--- config.mk ---
export PLATFORM = sky130hd
export DESIGN_NAME = mem_port_arbiter
export DESIGN_NICKNAME = d
export VERILOG_FILES = /design/src/rtl/mem_port_arbiter_pkg.sv /design/src/rtl/mem_port_arbiter_lat.sv /design/src/rtl/mem_port_arbiter.sv
export SDC_FILE = /design/constraint.sdc
export NUM_CORES = 1
export LEC_CHECK = 0
export CAP_MARGIN = 20
export CORE_AREA = 2 2 106 108
export DETAILED_ROUTE_END_ITERATION = 8
export DIE_AREA = 0 0 108 110
export PLACE_DENSITY = 0.81
export SYNTH_ARGS = -nofsm -noshare
export SYNTH_HDL_FRONTEND = slang
export SYNTH_SLANG_ARGS = --single-unit
--- constraint.sdc ---
create_clock -name clk -period 2 [get_ports clk]
set_input_delay 0.6 -clock clk [delete_from_list [all_inputs] [get_ports clk]]
set_output_delay 0.6 -clock clk [all_outputs]
set_load 0.05 [all_outputs]
--- src/rtl/mem_port_arbiter_pkg.sv ---
// Shared types and constants for the fetch / load-store SRAM port arbiter.
package mem_port_arbiter_pkg;

  localparam int unsigned MEM_LAT_MAX = 4;
  localparam int unsigned LAT_CNT_W   = $clog2(MEM_LAT_MAX);

  typedef enum logic [1:0] {
    IDLE,
    WAIT,
    RESP
  } state_e;

  typedef enum logic {
    OWN_INST,
    OWN_DATA
  } owner_e;

endpackage

--- src/rtl/mem_port_arbiter_lat.sv ---
// Latency counter: loads on issue, decrements while waiting, saturates at zero.
module mem_lat_counter
  import mem_port_arbiter_pkg::*;
(
  input  logic                 clk,
  input  logic                 resetn,
  input  logic                 load_i,
  input  logic                 dec_i,
  input  logic [LAT_CNT_W-1:0] load_val_i,
  output logic [LAT_CNT_W-1:0] cnt_o,
  output logic                 zero_o
);

  logic [LAT_CNT_W-1:0] cnt_q, cnt_d;

  always_comb begin
    cnt_d = cnt_q;
    if (load_i) begin
      cnt_d = load_val_i;
    end else if (dec_i && (cnt_q != '0)) begin
      cnt_d = cnt_q - 1'b1;
    end
  end

  always_ff @(posedge clk or negedge resetn) begin
    if (!resetn) begin
      cnt_q <= '0;
    end else begin
      cnt_q <= cnt_d;
    end
  end

  assign cnt_o  = cnt_q;
  assign zero_o = (cnt_q == '0);

endmodule

--- src/rtl/mem_port_arbiter.sv ---
// Single-port SRAM arbiter between instruction fetch and MEM-stage load/store;
// one access in flight, fixed read latency, per-requester completion pulses.
module mem_port_arbiter
  import mem_port_arbiter_pkg::*;
#(
  parameter int ADDR_W  = 32,
  parameter int DATA_W  = 32,
  parameter int MEM_LAT = 1
) (
  input  logic              clk,
  input  logic              resetn,
  input  logic              inst_req,
  input  logic [ADDR_W-1:0] inst_addr,
  output logic              inst_addr_ok,
  output logic              inst_data_ok,
  output logic [DATA_W-1:0] inst_rdata,
  input  logic              data_req,
  input  logic [3:0]        data_wen,
  input  logic [ADDR_W-1:0] data_addr,
  input  logic [DATA_W-1:0] data_wdata,
  output logic              data_addr_ok,
  output logic              data_data_ok,
  output logic [DATA_W-1:0] data_rdata,
  output logic              mem_en,
  output logic [3:0]        mem_wen,
  output logic [ADDR_W-1:0] mem_addr,
  output logic [DATA_W-1:0] mem_wdata,
  input  logic [DATA_W-1:0] mem_rdata
);

  state_e              state_q;
  owner_e              owner_q;
  logic                store_q;
  logic [DATA_W-1:0]   inst_rdata_q, data_rdata_q;
  logic                inst_ok_q, data_ok_q;
  logic                issue_ok, issue_data, issue_inst;
  logic [LAT_CNT_W-1:0] lat_cnt;
  logic                lat_zero;

  // RESP is an issue slot too, which gives back-to-back accesses.
  assign issue_ok   = (state_q == IDLE) || (state_q == RESP);
  assign issue_data = issue_ok && data_req;
  assign issue_inst = issue_ok && !data_req && inst_req;

  always_comb begin
    mem_en       = 1'b0;
    mem_wen      = '0;
    mem_addr     = '0;
    mem_wdata    = '0;
    inst_addr_ok = 1'b0;
    data_addr_ok = 1'b0;
    if (issue_data) begin
      mem_en       = 1'b1;
      mem_wen      = data_wen;
      mem_addr     = data_addr;
      mem_wdata    = data_wdata;
      data_addr_ok = 1'b1;
    end else if (issue_inst) begin
      mem_en       = 1'b1;
      mem_addr     = inst_addr;
      inst_addr_ok = 1'b1;
    end
  end

  mem_lat_counter u_lat (
    .clk        (clk),
    .resetn     (resetn),
    .load_i     (issue_data || issue_inst),
    .dec_i      (state_q == WAIT),
    .load_val_i (LAT_CNT_W'(MEM_LAT - 1)),
    .cnt_o      (lat_cnt),
    .zero_o     (lat_zero)
  );

  always_ff @(posedge clk or negedge resetn) begin
    if (!resetn) begin
      state_q      <= IDLE;
      owner_q      <= OWN_INST;
      store_q      <= 1'b0;
      inst_rdata_q <= '0;
      data_rdata_q <= '0;
      inst_ok_q    <= 1'b0;
      data_ok_q    <= 1'b0;
    end else begin
      inst_ok_q <= 1'b0;
      data_ok_q <= 1'b0;
      case (state_q)
        IDLE, RESP: begin
          if (issue_data) begin
            owner_q <= OWN_DATA;
            store_q <= |data_wen;
            state_q <= WAIT;
          end else if (issue_inst) begin
            owner_q <= OWN_INST;
            store_q <= 1'b0;
            state_q <= WAIT;
          end else begin
            state_q <= IDLE;
          end
        end
        WAIT: begin
          if (lat_zero) begin
            state_q <= RESP;
            if (owner_q == OWN_INST) begin
              inst_rdata_q <= mem_rdata;
              inst_ok_q    <= 1'b1;
            end else begin
              data_ok_q <= 1'b1;
              if (!store_q) begin
                data_rdata_q <= mem_rdata;
              end
            end
          end
        end
        default: state_q <= IDLE;
      endcase
    end
  end

  assign inst_rdata   = inst_rdata_q;
  assign data_rdata   = data_rdata_q;
  assign inst_data_ok = inst_ok_q;
  assign data_data_ok = data_ok_q;

endmodule

==> impl_results.md <==
- Total setup violations reported at the end of the flow: 71
- Maximum single-stage delay on the critical path: 0.42 ns
- Sort of element at the start of the critical path: flip-flop
- Overall fraction of global-route tracks in use: 0.2490
- Design area: 0.007954 sq mm
- Number of placed I/O pins: 273
- Synthesis-to-layout area growth: 123.4%
- TritonCTS Buffers: 9
- Count of distinct cell types in the synthesized netlist: 23
- Clock tree from TritonCTS: built
- HP Class: in -> async
- Worst reg2reg path depth: 13
- Arrival time of data at the critical path endpoint: 1.72 ns
- Clock transition time at the flip-flop clock pins of the worst setup and hold paths: 0.09 ns
- Total half-perimeter wirelength after legalization and detailed placement: 11030 um
- Root cell of the clock tree: clkbuf_8
- Leading register cell type out of synthesis: dfrtp_1
- EDFF count, synth: 0
- GRT overflow: 0
- Post-synthesis async set-or-reset flop share: 1.000
- Proportion of netlist area held by the largest area contributor: 0.5060
- Crit path cell chain: and2b_4 > buf_12 > buf_12 > a22o_4 > buf_12
- Worst hold slack after final layout: 0.2747 ns
- Critical Setup Path Class: reg -> out
- Unrepaired setup endpoints after global routing: yes
- Origin of the critical flop-to-flop path: state_q[0]
- Port Buffers: 272
- Utilization of the core after routing: 0.7435
- Mean instance size in the synthesized netlist: 14.53 sq um
- Gpl congestion: 0.7450
- CTS H-Tree Depth: 3
- Setup ws final: -0.3177 ns
- Status: complete, but fails checks
- Average vias per placed instance: 4.860
- Post-synth top area cell: dfrtp_1
- PD cells: 1701 mW/mm^2
- Endpoint class of the critical path: output pin
- Final Hold Violating Endpoints: 0
- Area used by multi-input combinational logic: 0.001964 sq mm
- Setup slack, reg-to-reg: -0.24 ns
- Starting density of the core: 0.3329
- Netlist Area Pre-Place: 0.003561 sq mm
- Leakage: 3.623 nW
- Detailed-route via count: 3378
- Share of the cycle needed by the critical path after routing: 1.159
- Sequential fraction of the synthesis area: 0.5060
- Post-Syn Nets: 382
- Ant diodes: 0
- Remaining routing DRC violations: 0
- Pre-antenna DRT Iters: 4
- Top Family by Delay on Critical Path: buffers and inverters
- Die extent in y: 110 um
- Overall routed net length: 16350 um
- First-pass GRT wire length: 21830 um
- # hold bufs at CTS: 0
- Number of global-route vias before repair: 3639
- Sinks on the clock net: 72
- Largest fanout of any net on the critical path: 8
- Data required time at the worst endpoint: 1.40 ns
- Worst setup timing slack at the placement stage: -0.5733 ns
- Largest net degree at the start of global routing: 73
- Footprint of the flip-flops and latches: 0.001802 sq mm
- Share of cells above drive strength 1: 0.6054
- Maximum frequency from static timing analysis: 431.5 MHz
- Power Total: 13.53 mW
- Most common cell after layout, fill and taps aside: clkdlybuf4s50_1
- Largest vdd supply drop: 1.017 mV
- 1st-iter DRT viols: 182
- Highest-count cells in the layout ignoring fill and taps: clkdlybuf4s50_1 (132), buf_4 (85), buf_12 (81), dfrtp_1 (72), mux2_4 (59)
- Cell with the largest stage delay on the worst path: dfrtp_1
- Clock latency on the worst-skew pair: 0.34 ns
- Actual transition at the worst max-transition pin: 0.5096 ns
- Cell type with the highest occurrence count on the critical path: buf_12
- Placeable Area: 0.01070 sq mm
- Count of buffering cells on the critical path with inverters included: 3
- Post-synthesis cell count: 245
- R2r endpoint: owner_q
- Final net count: 687
- Antenna violations before repair: 0
- Failing checks: setup timing
- Wire length per cell: 23.53 um
- Max-slew violations: 0
- DIE WIDTH: 108 um
- Synthesis-stage register bit count: 72
- Num rows: 38
- Fill cell total of the finished layout: 626
- Clock buffer depth: 2
- Worst slew margin relative to its limit: 0.6595
- Number of synthesis warnings: 0
- Final critical-path required period: 2.318 ns
- Total Die Area: 0.01188 sq mm
- Post-placement cell area: 0.007229 sq mm
- Skew final: 0.009203 ns
- Number of nets with antenna violations after detailed routing: 0
- Max-capacitance violation count: 0
- Synth top area cells: dfrtp_1 (51%), mux2_4 (25%), a22o_1 (7.9%)
-- stage by stage --
stage	setup TNS [ns]	std cells
6_report	-19.34	695
4_1_cts	-14.55	690
5_1_grt	-21.37	695
2_1_floorplan	-2.476	245
3_3_place_gp	-34.97	652
3_5_place_dp	-37.72	652
-- worst max path at each step --
stage               start       endpoint  slack [ns]  depth (start not counted)
4_1_cts        state_q[0]   mem_addr[30]       -0.26                          5
2_1_floorplan    data_req  mem_wdata[24]       -0.05                          4
3_3_place_gp     data_req    mem_addr[2]       -0.52                          5
6_report       state_q[0]    mem_addr[5]       -0.32                          5
5_1_grt        state_q[0]   mem_addr[20]       -0.35                          5
3_5_place_dp     data_req    mem_addr[0]       -0.57                          5
-- layer usage --
layer	up-vias	wire, um	GRT usage
met5	-	0	0
met4	0	621	0.07967
met3	38	1364	0.08113
met2	178	9136	0.4708
met1	1683	5228	0.2610
li1	1479	-	-
-- logic make-up (layout without fill, tap and decap cells) --
group | Yosys count | count (layout) | share of synthesized area
muxes | 64 | 64 | 0.2646
adders and majority gates | 1 | 1 | 0.003513
buffers and inverters | 22 | 332 | 0.04989
DFF | 72 | 72 | 0.5060
xor gates and xnor gates | 1 | 1 | 0.002460
and+or+nand+nor | 49 | 49 | 0.08679
AOI/OAI and AO/OA | 36 | 36 | 0.08679
-- area by class of cell --
cell class / count / area share
clock buffer: 10 / 0.01730
clock inverter: 6 / 0.008337
inverter: 3 / 0.001416
multi-input combinational: 151 / 0.2470
sequential: 72 / 0.2265
tap: 140 / 0.02202
timing repair buffer: 313 / 0.4774
-- registers in the layout (all words and copies together), names as in the netlist --
signal / cells
inst_data_ok: 1
state_q: 2
owner_q: 1
data_data_ok: 1
u_lat.cnt_o: 2
inst_rdata: 32
data_rdata: 32
store_q: 1
-- cell usage after synthesis (2+ instances only) --
library cell / n
dfrtp_1: 72
mux2_4: 59
and2_1: 37
a22o_1: 32
buf_2: 7
buf_6: 5
mux2_2: 5
nor2_1: 5
clkbuf_1: 4
buf_12: 3
inv_1: 3
and2b_1: 2
-- where the power goes --
part	internal, mW	total [mW]	switching, mW
Sequential	2.21	2.67	0.461
Combinational	4.40	9.70	5.30
Clock	0.612	1.16	0.549
-- what timing repair did --
| item | 4_1_cts | 5_1_grt |
|---|---|---|
| pin swaps | 28 | 17 |
| cloned | 7 | 3 |
| endpoints found under the setup margin | 71 | 72 |
| setup buffers | 15 | 4 |
| endpoints found under the hold margin | 0 | 0 |
| gates resized for setup | 57 | 8 |
Note: power is estimated with default switching activity, not from simulation.
